==> src/rtl/control_pipeline_if.sv <==
// Control-unit boundary: Decode-stage instruction fields and Execute flags in,
// decoded and pipelined control signals out.
interface control_pipeline_if #(
  parameter int ALUC_W = 3
);
  logic [6:0]        op;
  logic [2:0]        func3;
  logic              func7_5;
  logic              stall_e;
  logic              flush_e;
  logic              zero_e;
  logic              lt_e;
  logic              ltu_e;
  logic [2:0]        imm_src_d;
  logic              illegal_d;
  logic              alu_src_e;
  logic [ALUC_W-1:0] alu_control_e;
  logic              jalr_e;
  logic              pc_src_e;
  logic              result_src_e0;
  logic              mem_write_m;
  logic              reg_write_m;
  logic [1:0]        result_src_w;
  logic              reg_write_w;
  logic              trap_w;

  // There is no valid/ready pair: every cycle carries one instruction slot,
  // and stall_e/flush_e from the hazard unit are the only flow control.
  modport master (
    output op, func3, func7_5, stall_e, flush_e, zero_e, lt_e, ltu_e,
    input  imm_src_d, illegal_d, alu_src_e, alu_control_e, jalr_e, pc_src_e,
           result_src_e0, mem_write_m, reg_write_m, result_src_w, reg_write_w, trap_w
  );

  modport slave (
    input  op, func3, func7_5, stall_e, flush_e, zero_e, lt_e, ltu_e,
    output imm_src_d, illegal_d, alu_src_e, alu_control_e, jalr_e, pc_src_e,
           result_src_e0, mem_write_m, reg_write_m, result_src_w, reg_write_w, trap_w
  );
endinterface

==> src/rtl/control_pipeline.sv <==
// RV32I control unit: Decode-stage decoder plus the control bundle carried through
// the ID/EX, EX/MEM and MEM/WB registers, with branch resolution in Execute.
module control_pipeline #(
  parameter int ALUC_W      = 3,
  parameter int FULL_BRANCH = 1
) (
  input  logic               clock,
  input  logic               reset_n,
  control_pipeline_if.slave  bus
);

  localparam logic [6:0] OP_LW   = 7'd3;
  localparam logic [6:0] OP_SW   = 7'd35;
  localparam logic [6:0] OP_R    = 7'd51;
  localparam logic [6:0] OP_I    = 7'd19;
  localparam logic [6:0] OP_BR   = 7'd99;
  localparam logic [6:0] OP_JAL  = 7'd111;
  localparam logic [6:0] OP_JALR = 7'd103;
  localparam logic [6:0] OP_LUI  = 7'd55;

  localparam logic [3:0] ALU_ADD  = 4'b0000;
  localparam logic [3:0] ALU_SUB  = 4'b0001;
  localparam logic [3:0] ALU_AND  = 4'b0010;
  localparam logic [3:0] ALU_OR   = 4'b0011;
  localparam logic [3:0] ALU_XOR  = 4'b0100;
  localparam logic [3:0] ALU_SLT  = 4'b0101;
  localparam logic [3:0] ALU_SLL  = 4'b0110;
  localparam logic [3:0] ALU_SRL  = 4'b0111;
  localparam logic [3:0] ALU_SRA  = 4'b1000;
  localparam logic [3:0] ALU_SLTU = 4'b1001;

  typedef struct packed {
    logic              regWrite;
    logic              memWrite;
    logic [1:0]        resultSrc;
    logic              branch;
    logic              jump;
    logic              jalr;
    logic              aluSrc;
    logic [ALUC_W-1:0] aluControl;
    logic [2:0]        func3;
    logic              illegal;
  } exBundle_t;

  typedef struct packed {
    logic       regWrite;
    logic       memWrite;
    logic [1:0] resultSrc;
    logic       illegal;
  } memBundle_t;

  typedef struct packed {
    logic       regWrite;
    logic [1:0] resultSrc;
    logic       illegal;
  } wbBundle_t;

  exBundle_t  ctlD;
  exBundle_t  ctlE;
  memBundle_t ctlM;
  wbBundle_t  ctlW;
  logic [2:0] immSrcD;
  logic [3:0] aluRI;
  logic [3:0] aluOpD;
  logic       badEncoding;
  logic       takenE;

  // R/I-type ALU selection; bit 3 set marks the ops only a 4-bit ALU provides.
  always_comb begin
    aluRI = ALU_ADD;
    case (bus.func3)
      3'b000:  aluRI = ((bus.op == OP_R) && bus.func7_5) ? ALU_SUB : ALU_ADD;
      3'b001:  aluRI = ALU_SLL;
      3'b010:  aluRI = ALU_SLT;
      3'b011:  aluRI = ALU_SLTU;
      3'b100:  aluRI = ALU_XOR;
      3'b101:  aluRI = bus.func7_5 ? ALU_SRA : ALU_SRL;
      3'b110:  aluRI = ALU_OR;
      default: aluRI = ALU_AND;
    endcase
  end

  always_comb begin
    ctlD        = '0;
    immSrcD     = 3'b000;
    aluOpD      = ALU_ADD;
    badEncoding = 1'b0;
    case (bus.op)
      OP_LW: begin
        ctlD.regWrite  = 1'b1;
        ctlD.aluSrc    = 1'b1;
        ctlD.resultSrc = 2'b01;
      end
      OP_SW: begin
        immSrcD       = 3'b001;
        ctlD.aluSrc   = 1'b1;
        ctlD.memWrite = 1'b1;
      end
      OP_R: begin
        ctlD.regWrite = 1'b1;
        aluOpD        = aluRI;
      end
      OP_I: begin
        ctlD.regWrite = 1'b1;
        ctlD.aluSrc   = 1'b1;
        aluOpD        = aluRI;
      end
      OP_BR: begin
        immSrcD     = 3'b010;
        ctlD.branch = 1'b1;
        aluOpD      = ALU_SUB;
        badEncoding = (bus.func3[2:1] == 2'b01) ||
                      ((FULL_BRANCH == 0) && (bus.func3 != 3'b000));
      end
      OP_JAL: begin
        ctlD.regWrite  = 1'b1;
        immSrcD        = 3'b011;
        ctlD.resultSrc = 2'b10;
        ctlD.jump      = 1'b1;
      end
      OP_JALR: begin
        ctlD.regWrite  = 1'b1;
        ctlD.aluSrc    = 1'b1;
        ctlD.resultSrc = 2'b10;
        ctlD.jump      = 1'b1;
        ctlD.jalr      = 1'b1;
      end
      OP_LUI: begin
        ctlD.regWrite  = 1'b1;
        immSrcD        = 3'b100;
        ctlD.aluSrc    = 1'b1;
        ctlD.resultSrc = 2'b11;
      end
      default: badEncoding = 1'b1;
    endcase

    ctlD.illegal    = badEncoding || (aluOpD[3] && (ALUC_W < 4));
    ctlD.aluControl = aluOpD[ALUC_W-1:0];
    ctlD.func3      = bus.func3;
    // An illegal slot must not change architectural state; it only carries the trap.
    if (ctlD.illegal) begin
      ctlD.regWrite = 1'b0;
      ctlD.memWrite = 1'b0;
      ctlD.branch   = 1'b0;
      ctlD.jump     = 1'b0;
      ctlD.jalr     = 1'b0;
    end
  end

  always_ff @(posedge clock or negedge reset_n) begin
    if (!reset_n) begin
      ctlE <= '0;
      ctlM <= '0;
      ctlW <= '0;
    end else begin
      if (bus.flush_e) begin
        ctlE <= '0;
      end else if (!bus.stall_e) begin
        ctlE <= ctlD;
      end

      // While Execute is held, its instruction must not also advance into Memory.
      if (bus.stall_e) begin
        ctlM <= '0;
      end else begin
        ctlM.regWrite  <= ctlE.regWrite;
        ctlM.memWrite  <= ctlE.memWrite;
        ctlM.resultSrc <= ctlE.resultSrc;
        ctlM.illegal   <= ctlE.illegal;
      end

      ctlW.regWrite  <= ctlM.regWrite;
      ctlW.resultSrc <= ctlM.resultSrc;
      ctlW.illegal   <= ctlM.illegal;
    end
  end

  always_comb begin
    takenE = 1'b0;
    case (ctlE.func3)
      3'b000:  takenE = bus.zero_e;
      3'b001:  takenE = !bus.zero_e;
      3'b100:  takenE = bus.lt_e;
      3'b101:  takenE = !bus.lt_e;
      3'b110:  takenE = bus.ltu_e;
      3'b111:  takenE = !bus.ltu_e;
      default: takenE = 1'b0;
    endcase
  end

  assign bus.imm_src_d     = immSrcD;
  assign bus.illegal_d     = ctlD.illegal;
  assign bus.alu_src_e     = ctlE.aluSrc;
  assign bus.alu_control_e = ctlE.aluControl;
  assign bus.jalr_e        = ctlE.jalr;
  assign bus.pc_src_e      = ctlE.jump | (ctlE.branch & takenE);
  assign bus.result_src_e0 = ctlE.resultSrc[0];
  assign bus.mem_write_m   = ctlM.memWrite;
  assign bus.reg_write_m   = ctlM.regWrite;
  assign bus.result_src_w  = ctlW.resultSrc;
  assign bus.reg_write_w   = ctlW.regWrite;
  assign bus.trap_w        = ctlW.illegal;

endmodule

==> src/flat_wrapper.sv <==
// flat-port wrapper written by rule: the top's interface ports become plain ports
module control_pipeline_flat 
#(
  parameter int ALUC_W      = 3,
  parameter int FULL_BRANCH = 1
)
  (clock, reset_n, bus_op, bus_func3, bus_func7_5, bus_stall_e, bus_flush_e, bus_zero_e, bus_lt_e, bus_ltu_e, bus_imm_src_d, bus_illegal_d, bus_alu_src_e, bus_alu_control_e, bus_jalr_e, bus_pc_src_e, bus_result_src_e0, bus_mem_write_m, bus_reg_write_m, bus_result_src_w, bus_reg_write_w, bus_trap_w);
  control_pipeline_if #(.ALUC_W(ALUC_W)) bus_i ();
  input  logic clock;
  input  logic reset_n;
  input wire logic [$bits(bus_i.op)-1:0] bus_op;
  input wire logic [$bits(bus_i.func3)-1:0] bus_func3;
  input wire logic [$bits(bus_i.func7_5)-1:0] bus_func7_5;
  input wire logic [$bits(bus_i.stall_e)-1:0] bus_stall_e;
  input wire logic [$bits(bus_i.flush_e)-1:0] bus_flush_e;
  input wire logic [$bits(bus_i.zero_e)-1:0] bus_zero_e;
  input wire logic [$bits(bus_i.lt_e)-1:0] bus_lt_e;
  input wire logic [$bits(bus_i.ltu_e)-1:0] bus_ltu_e;
  output wire logic [$bits(bus_i.imm_src_d)-1:0] bus_imm_src_d;
  output wire logic [$bits(bus_i.illegal_d)-1:0] bus_illegal_d;
  output wire logic [$bits(bus_i.alu_src_e)-1:0] bus_alu_src_e;
  output wire logic [$bits(bus_i.alu_control_e)-1:0] bus_alu_control_e;
  output wire logic [$bits(bus_i.jalr_e)-1:0] bus_jalr_e;
  output wire logic [$bits(bus_i.pc_src_e)-1:0] bus_pc_src_e;
  output wire logic [$bits(bus_i.result_src_e0)-1:0] bus_result_src_e0;
  output wire logic [$bits(bus_i.mem_write_m)-1:0] bus_mem_write_m;
  output wire logic [$bits(bus_i.reg_write_m)-1:0] bus_reg_write_m;
  output wire logic [$bits(bus_i.result_src_w)-1:0] bus_result_src_w;
  output wire logic [$bits(bus_i.reg_write_w)-1:0] bus_reg_write_w;
  output wire logic [$bits(bus_i.trap_w)-1:0] bus_trap_w;
  assign bus_i.op = bus_op;
  assign bus_i.func3 = bus_func3;
  assign bus_i.func7_5 = bus_func7_5;
  assign bus_i.stall_e = bus_stall_e;
  assign bus_i.flush_e = bus_flush_e;
  assign bus_i.zero_e = bus_zero_e;
  assign bus_i.lt_e = bus_lt_e;
  assign bus_i.ltu_e = bus_ltu_e;
  assign bus_imm_src_d = bus_i.imm_src_d;
  assign bus_illegal_d = bus_i.illegal_d;
  assign bus_alu_src_e = bus_i.alu_src_e;
  assign bus_alu_control_e = bus_i.alu_control_e;
  assign bus_jalr_e = bus_i.jalr_e;
  assign bus_pc_src_e = bus_i.pc_src_e;
  assign bus_result_src_e0 = bus_i.result_src_e0;
  assign bus_mem_write_m = bus_i.mem_write_m;
  assign bus_reg_write_m = bus_i.reg_write_m;
  assign bus_result_src_w = bus_i.result_src_w;
  assign bus_reg_write_w = bus_i.reg_write_w;
  assign bus_trap_w = bus_i.trap_w;
  control_pipeline #(.ALUC_W(ALUC_W), .FULL_BRANCH(FULL_BRANCH)) u_core (.clock(clock), .reset_n(reset_n), .bus(bus_i));
endmodule
==> config.mk <==
export PLATFORM = sky130hd
export DESIGN_NAME = control_pipeline_flat
export DESIGN_NICKNAME = d
export VERILOG_FILES = /design/src/rtl/control_pipeline_if.sv /design/src/rtl/control_pipeline.sv /design/src/flat_wrapper.sv
export SDC_FILE = /design/constraint.sdc
export NUM_CORES = 1
export LEC_CHECK = 0
export CAP_MARGIN = 0
export CORE_UTILIZATION = 50
export CTS_BUF_LIST = sky130_fd_sc_hd__clkbuf_4 sky130_fd_sc_hd__clkbuf_8
export DETAILED_ROUTE_END_ITERATION = 8
export PLACE_DENSITY = 0.82
export SLEW_MARGIN = 20
export SYNTH_ARGS = -nofsm -noshare
export SYNTH_HDL_FRONTEND = slang
export SYNTH_SLANG_ARGS = --single-unit
==> constraint.sdc <==
create_clock -name clock -period 1.93 [get_ports clock]
set_clock_uncertainty 0.1 [all_clocks]
set_input_delay 0.193 -clock clock [delete_from_list [all_inputs] [get_ports clock]]
set_output_delay 0.193 -clock clock [all_outputs]
set_load 0.01 [all_outputs]
**After elaboration in Yosys (flattened, before gate mapping)**

Cells that the tools add are included.
Widths: inputs -> output; s select.

- Bits of input ports: 18
- Word-level logic and storage cells: 71
- Register bits after elaboration: 24

- Equal/unequal tests: 21
- Bitwise gates (word level): 2
- Reduce and logical (&&, ||, !) cells: 12
- Muxes and demuxes: 19

Operator list:

| cell | count |
|---|---|
| $mux 15 | 2 |
| $pmux 4 s7 | 1 |
| $eq 3x3->1 const B | 7 |
| $eq 7x6->1 const B | 3 |
| $eq 7x7->1 const B | 3 |
| $pmux 3 s4 | 1 |
| $pmux 4 s2 | 1 |
| $eq 7x2->1 const B | 1 |
| $eq 7x5->1 const B | 1 |
| $mux 1 | 7 |
| $reduce_or 7->1 | 1 |
| $eq 3x1->1 const B | 2 |
| $eq 3x2->1 const B | 2 |
| $logic_not 3->1 | 2 |
| $pmux 1 s6 | 1 |
| $pmux 2 s3 | 1 |
| $reduce_or 6->1 | 1 |
| $mux 5 | 1 |
| $reduce_or 5->1 | 1 |
| $mux 4 | 1 |
| $reduce_or 2->1 | 2 |
| $logic_not 1->1 | 3 |
| $mux 3 | 1 |
| $eq 2x1->1 const B | 1 |
| other kinds (7) | 7 |

**Logic depth before layout (Yosys ltp)**

Gate-level depths: netlist of the first run.

- Word-level depth: 9
- Depth in mapped cells: 5
- Gate-level depth less buffers: 4

**Least setup slack after synthesis of the first run**

No wires, ideal clock.

- Kind: input to output
- From: input bus_op[2]
- To: output bus_imm_src_d[0]
- Setup slack: 532 ps
- Data required time: 1637 ps
- Path buffers: 1
- Data arrival time: 1105 ps
- Stages: 3
- Path through: buf_2 or3_1 a211oi_1

- Longest elaborated chain between the ends: 2
- Elaborated cells between the ends (all ways): 5
- Those cells by class: eq/ne (4); mux (1)

Ends and longest elaborated chain:

| what | RTL line | text |
|---|---|---|
| start: declaration | flat_wrapper.sv:11 | `input wire logic [$bits(bus_i.op)-1:0] bus_op;` |
| $eq 7x6->1 or $eq 7x7->1 (tied branches) | control_pipeline.sv:88 | `case (bus.op)` |
| $pmux 3 s4 * | control_pipeline.sv:88 |  |
| end: declaration | flat_wrapper.sv:19 | `output wire logic [$bits(bus_i.imm_src_d)-1:0] bus_imm_src_d;` |

Mark *: on every way between the ends. The rest lies on a longest branch, timed or not.

**Final worst setup path of the first run**

Ends and elaborated chain as after synthesis.

==> results of run 1 <==
[path summary, 6_finish.rpt]
path,from,depth (start not counted),slack (ps),to
setup / recovery,bus_op[2],4,70,bus_imm_src_d[0]
hold / removal,reset_n,2,120,u_core.ctlE[13]$_DFFE_PN0P_
setup reg to reg,u_core.ctlE[3]$_DFFE_PN0P_,3,990,u_core.ctlE[3]$_DFFE_PN0P_
hold reg to reg,u_core.ctlM[1]$_DFF_PN0_,0,270,u_core.bus.result_src_w[0]$_DFF_PN0_
max in group asynchronous,reset_n,2,1360,u_core.bus.result_src_w[1]$_DFF_PN0_
min in group clock,u_core.ctlM[1]$_DFF_PN0_,0,270,u_core.bus.result_src_w[0]$_DFF_PN0_
[cell usage in the layout, fill, tap and decap left out, types with 3 or more instances in the layout]
master           count
nor4_1               3
nor2_1              14
a21oi_1              5
nand2_1              7
clkbuf_4             3
nor3_1               6
dfrtp_1             24
nand2b_1             3
clkdlybuf4s50_1     26
a21o_1               3
dlygate4sd2_1        5
o21ai_1              4
buf_4               29
xor2_1               3
nor2b_1              5
nand3_1              4
mux2i_1              4
[sequential cells by signal, summed over array words and instances (netlist names)]
register / flops
u_core.ctlM: 3
u_core.bus.jalr_e: 1
u_core.bus.alu_control_e: 3
u_core.bus.mem_write_m: 1
u_core.bus.reg_write_m: 1
u_core.bus.reg_write_w: 1
u_core.bus.result_src_w: 2
u_core.bus.trap_w: 1
u_core.bus.alu_src_e: 1
u_core.bus.result_src_e0: 1
u_core.ctlE: 9
[per-layer routing]
layer	up-vias	track usage, %	share of wire, %
met5	-	0	0
met4	0	9.21	1.2
met1	571	31.5	42
li1	576	-	-
met3	5	3.74	3.7
met2	32	46.6	53
[repair_timing]
| item | in CTS | in global routing |
|---|---|---|
| buffers inserted | 2 | 0 |
| resized for setup | 13 | 5 |
| pin swaps | 0 | 1 |
| setup endpoints to repair | 5 | 4 |
[area by class of cell]
class | instances | area [µm²] | area share [%]
clock buffers | 3 | 22.5 | 1.21
inverters | 2 | 7.51 | 0.402
multi-input cells | 92 | 637 | 34.1
flip-flops and latches | 24 | 601 | 32.2
well taps | 30 | 37.5 | 2.01
repair buffers | 64 | 562 | 30.1
[per-stage QoR]
step | instance area, µm² | power (mW)
after floorplan | 1300 | 0.608
after global placement | 1820 | 0.719
after detailed placement | 1820 | 0.726
after CTS | 1870 | 0.941
after global routing | 1870 | 0.989
final | 1870 | 0.939
[worst max-delay path, stage by stage]
cell	delay (ps)
clkdlybuf4s50_1	440
or3_1	420
a211oi_2	250
clkdlybuf4s15_1	260
[logic make-up after synthesis]
family          after synthesis  synth area share (%)
xor+xnor                      4                  2.70
buf+inv                      13                  6.56
simple gates                 57                  27.1
compound gates               27                  14.2
mux                           4                  3.09
flops                        24                  46.3
[power groups by stage]
stage          registers (mW)  logic, mW  clock network (mW)
6_report                0.516      0.206               0.217
5_1_grt                 0.518      0.223               0.247
4_1_cts                 0.517      0.205               0.219
3_5_place_dp            0.527      0.199                   0
3_3_place_gp            0.526      0.193                   0
2_1_floorplan           0.527     0.0818                   0
==> results.txt, run 1 <==
----------------------------------------------------
[Clock network]
  CTS tree ... built
  CTS Hold Buffers Added ... 0
  Clock insertion delay at the later pin of the skew report ... approximately 300 ps
  Clock transition at path regs ... 130 ps
  TritonCTS Buffers ... 3
  Number of H-tree levels ... 1
  Clock sinks ... 24
  Deepest clock path buffer count ... 2
  Library cell used as clock root buffer ... clkbuf_4

[Critical path]
  Path type of the worst setup path ... input pin to output port
  Worst-path maximum fanout ... 3
  Required arrival time at the worst endpoint ... 1640 ps
  Data arrival time of the critical path ... approximately 1600 ps
  Element type at the critical path start ... input pin
  Element type at the critical path end ... output port

[Detailed routing]
  Iter 0 DRT Violations ... 16
  Post-DR wirelength/cell ... 14.5 µm
  Number of vias after detailed routing ... between 1000 and 1500
  Post-route DRC violation count ... 2
  Sum of routed wire length over all layers ... between 3000 and 4000 µm
  Drt via density ... around 5.5
  Number of iterations in the first detailed-routing pass ... 6
  Antenna viol nets, final ... 0

[Placement]
  Number of placed instances with taps included ... 210
  Post-place setup slack ... -386 ps
  Global placer's final weighted congestion ... between 0.8 and 0.9
  Final HPWL DP ... approximately 2300 µm
  Port Buffer Count ... 34

[Synthesis]
  Most frequent cell after synthesis ... dfrtp_1
  Synthesized instance count ... around 130
  Yosys Warn Count ... 0
  Seq cells post-synth ... 24
  Synth Cell Area ... 0.00130 mm²
  Top_reg_cell synth ... dfrtp_1
  Proportion of netlist area held by the largest area contributor ... ~46%
  Count of flip-flops with a built-in enable after synthesis ... 0
  Average cell area after synthesis ... roughly 10 µm²
  Cell types occupying the most area after synthesis ... dfrtp_1 46%, nor2_1 4.1%, mux2i_1 3.1%
  Post-synthesis net count ... around 150
  Sequential area share after synthesis ... between 40% and 50%
  Share of async-settable or async-resettable flops after synthesis ... 100%
  Cell type contributing the most total cell area after synthesis ... dfrtp_1
  Unique masters post-synth ... 41
  Most common library cells after synthesis ... 24 x dfrtp_1, 14 x nor2_1, 7 x nand2_1, 6 x nor3_1

[GRT]
  Overall overflow remaining after global route ... 0
  Wire length of the first global-routing pass ... 5220 µm
  Total global-route track usage ... a little over a quarter
  Vias in the first global route ... between 1000 and 1500
  Number of antenna violations at the first check in global routing ... 0
  Pin count of the biggest net entering global routing ... 29

[Die]
  Total die area ... 0.00280 mm²
  Total number of placement rows ... 18
  Core region area ... ~0.0025 mm²
  Horizontal die dimension ... between 50 and 60 µm
  Die height ... between 50 and 60 µm
  Initial core utilization ... approximately 53%
  Number of placed I/O pins ... 35

[STA]
  Worst slew margin relative to its limit ... around three quarters
  Endpoints failing setup ... 0
  Share of the cycle needed by the critical path after routing ... a little over nine tenths
  Slew Limit Fails ... 0
  Worst Tran Pin Value ... ~340 ps
  Setup_tns ... 0 ps
  Unrepaired setup endpoints after global routing ... true
  Count of final hold-check violations ... 0
  Top achievable clock speed ... 536 MHz
  Smallest setup slack after layout ... approximately 66 ps
  Post-route minimum period ... 1860 ps
  Worst hold-check slack ... 117 ps

[Power]
  Proportion of power drawn by flip-flops and latches ... between 50% and 60%
  Switching Fraction ... 26.4%
  Power share of the clock group ... a little under a quarter
  LEAKAGE ... 0.849 nW
  Areal power density over the cells ... just over 500 mW/mm²
  Internal power summed over all cells ... 0.691 mW
  Max IR drop VDD ... between 0.3 and 0.4 mV
  Reported net switching power ... between 0.2 and 0.25 mW
  Combinational share of power ... a little over a fifth

[Status]
  Violations in the final reports ... DRC
  Run status ... finished, violations left

[Job]
  Number of violations of the max-capacitance limit ... 0

[Layout]
  Diodes inserted ... 0
  Layout cells sized above 1 ... between 20% and 30%
  Area added between synthesis and finish ... 44.0%
  Filler cell count ... 172
  Final core utilization ... about three quarters
  Count of non-filler cells in the finished layout ... approximately 220
  Total number of nets in the final design ... between 200 and 250

[Worst hold path]
  Worst hold-check path type ... input pin to async pin

----------------------------------------------------
No activity file was read; power rests on OpenSTA's default activity.
==> run 2, diff against run 1 <==
- CAP_MARGIN: 0 -> 20
==> results of run 2 <==
Final layout, timing and power as in run 1 (identical DEF).
==> run 3, diff against run 2 <==
- HOLD_SLACK_MARGIN: default -> 0.05
==> results of run 3 <==
Final layout, timing and power as in run 1 (identical DEF).
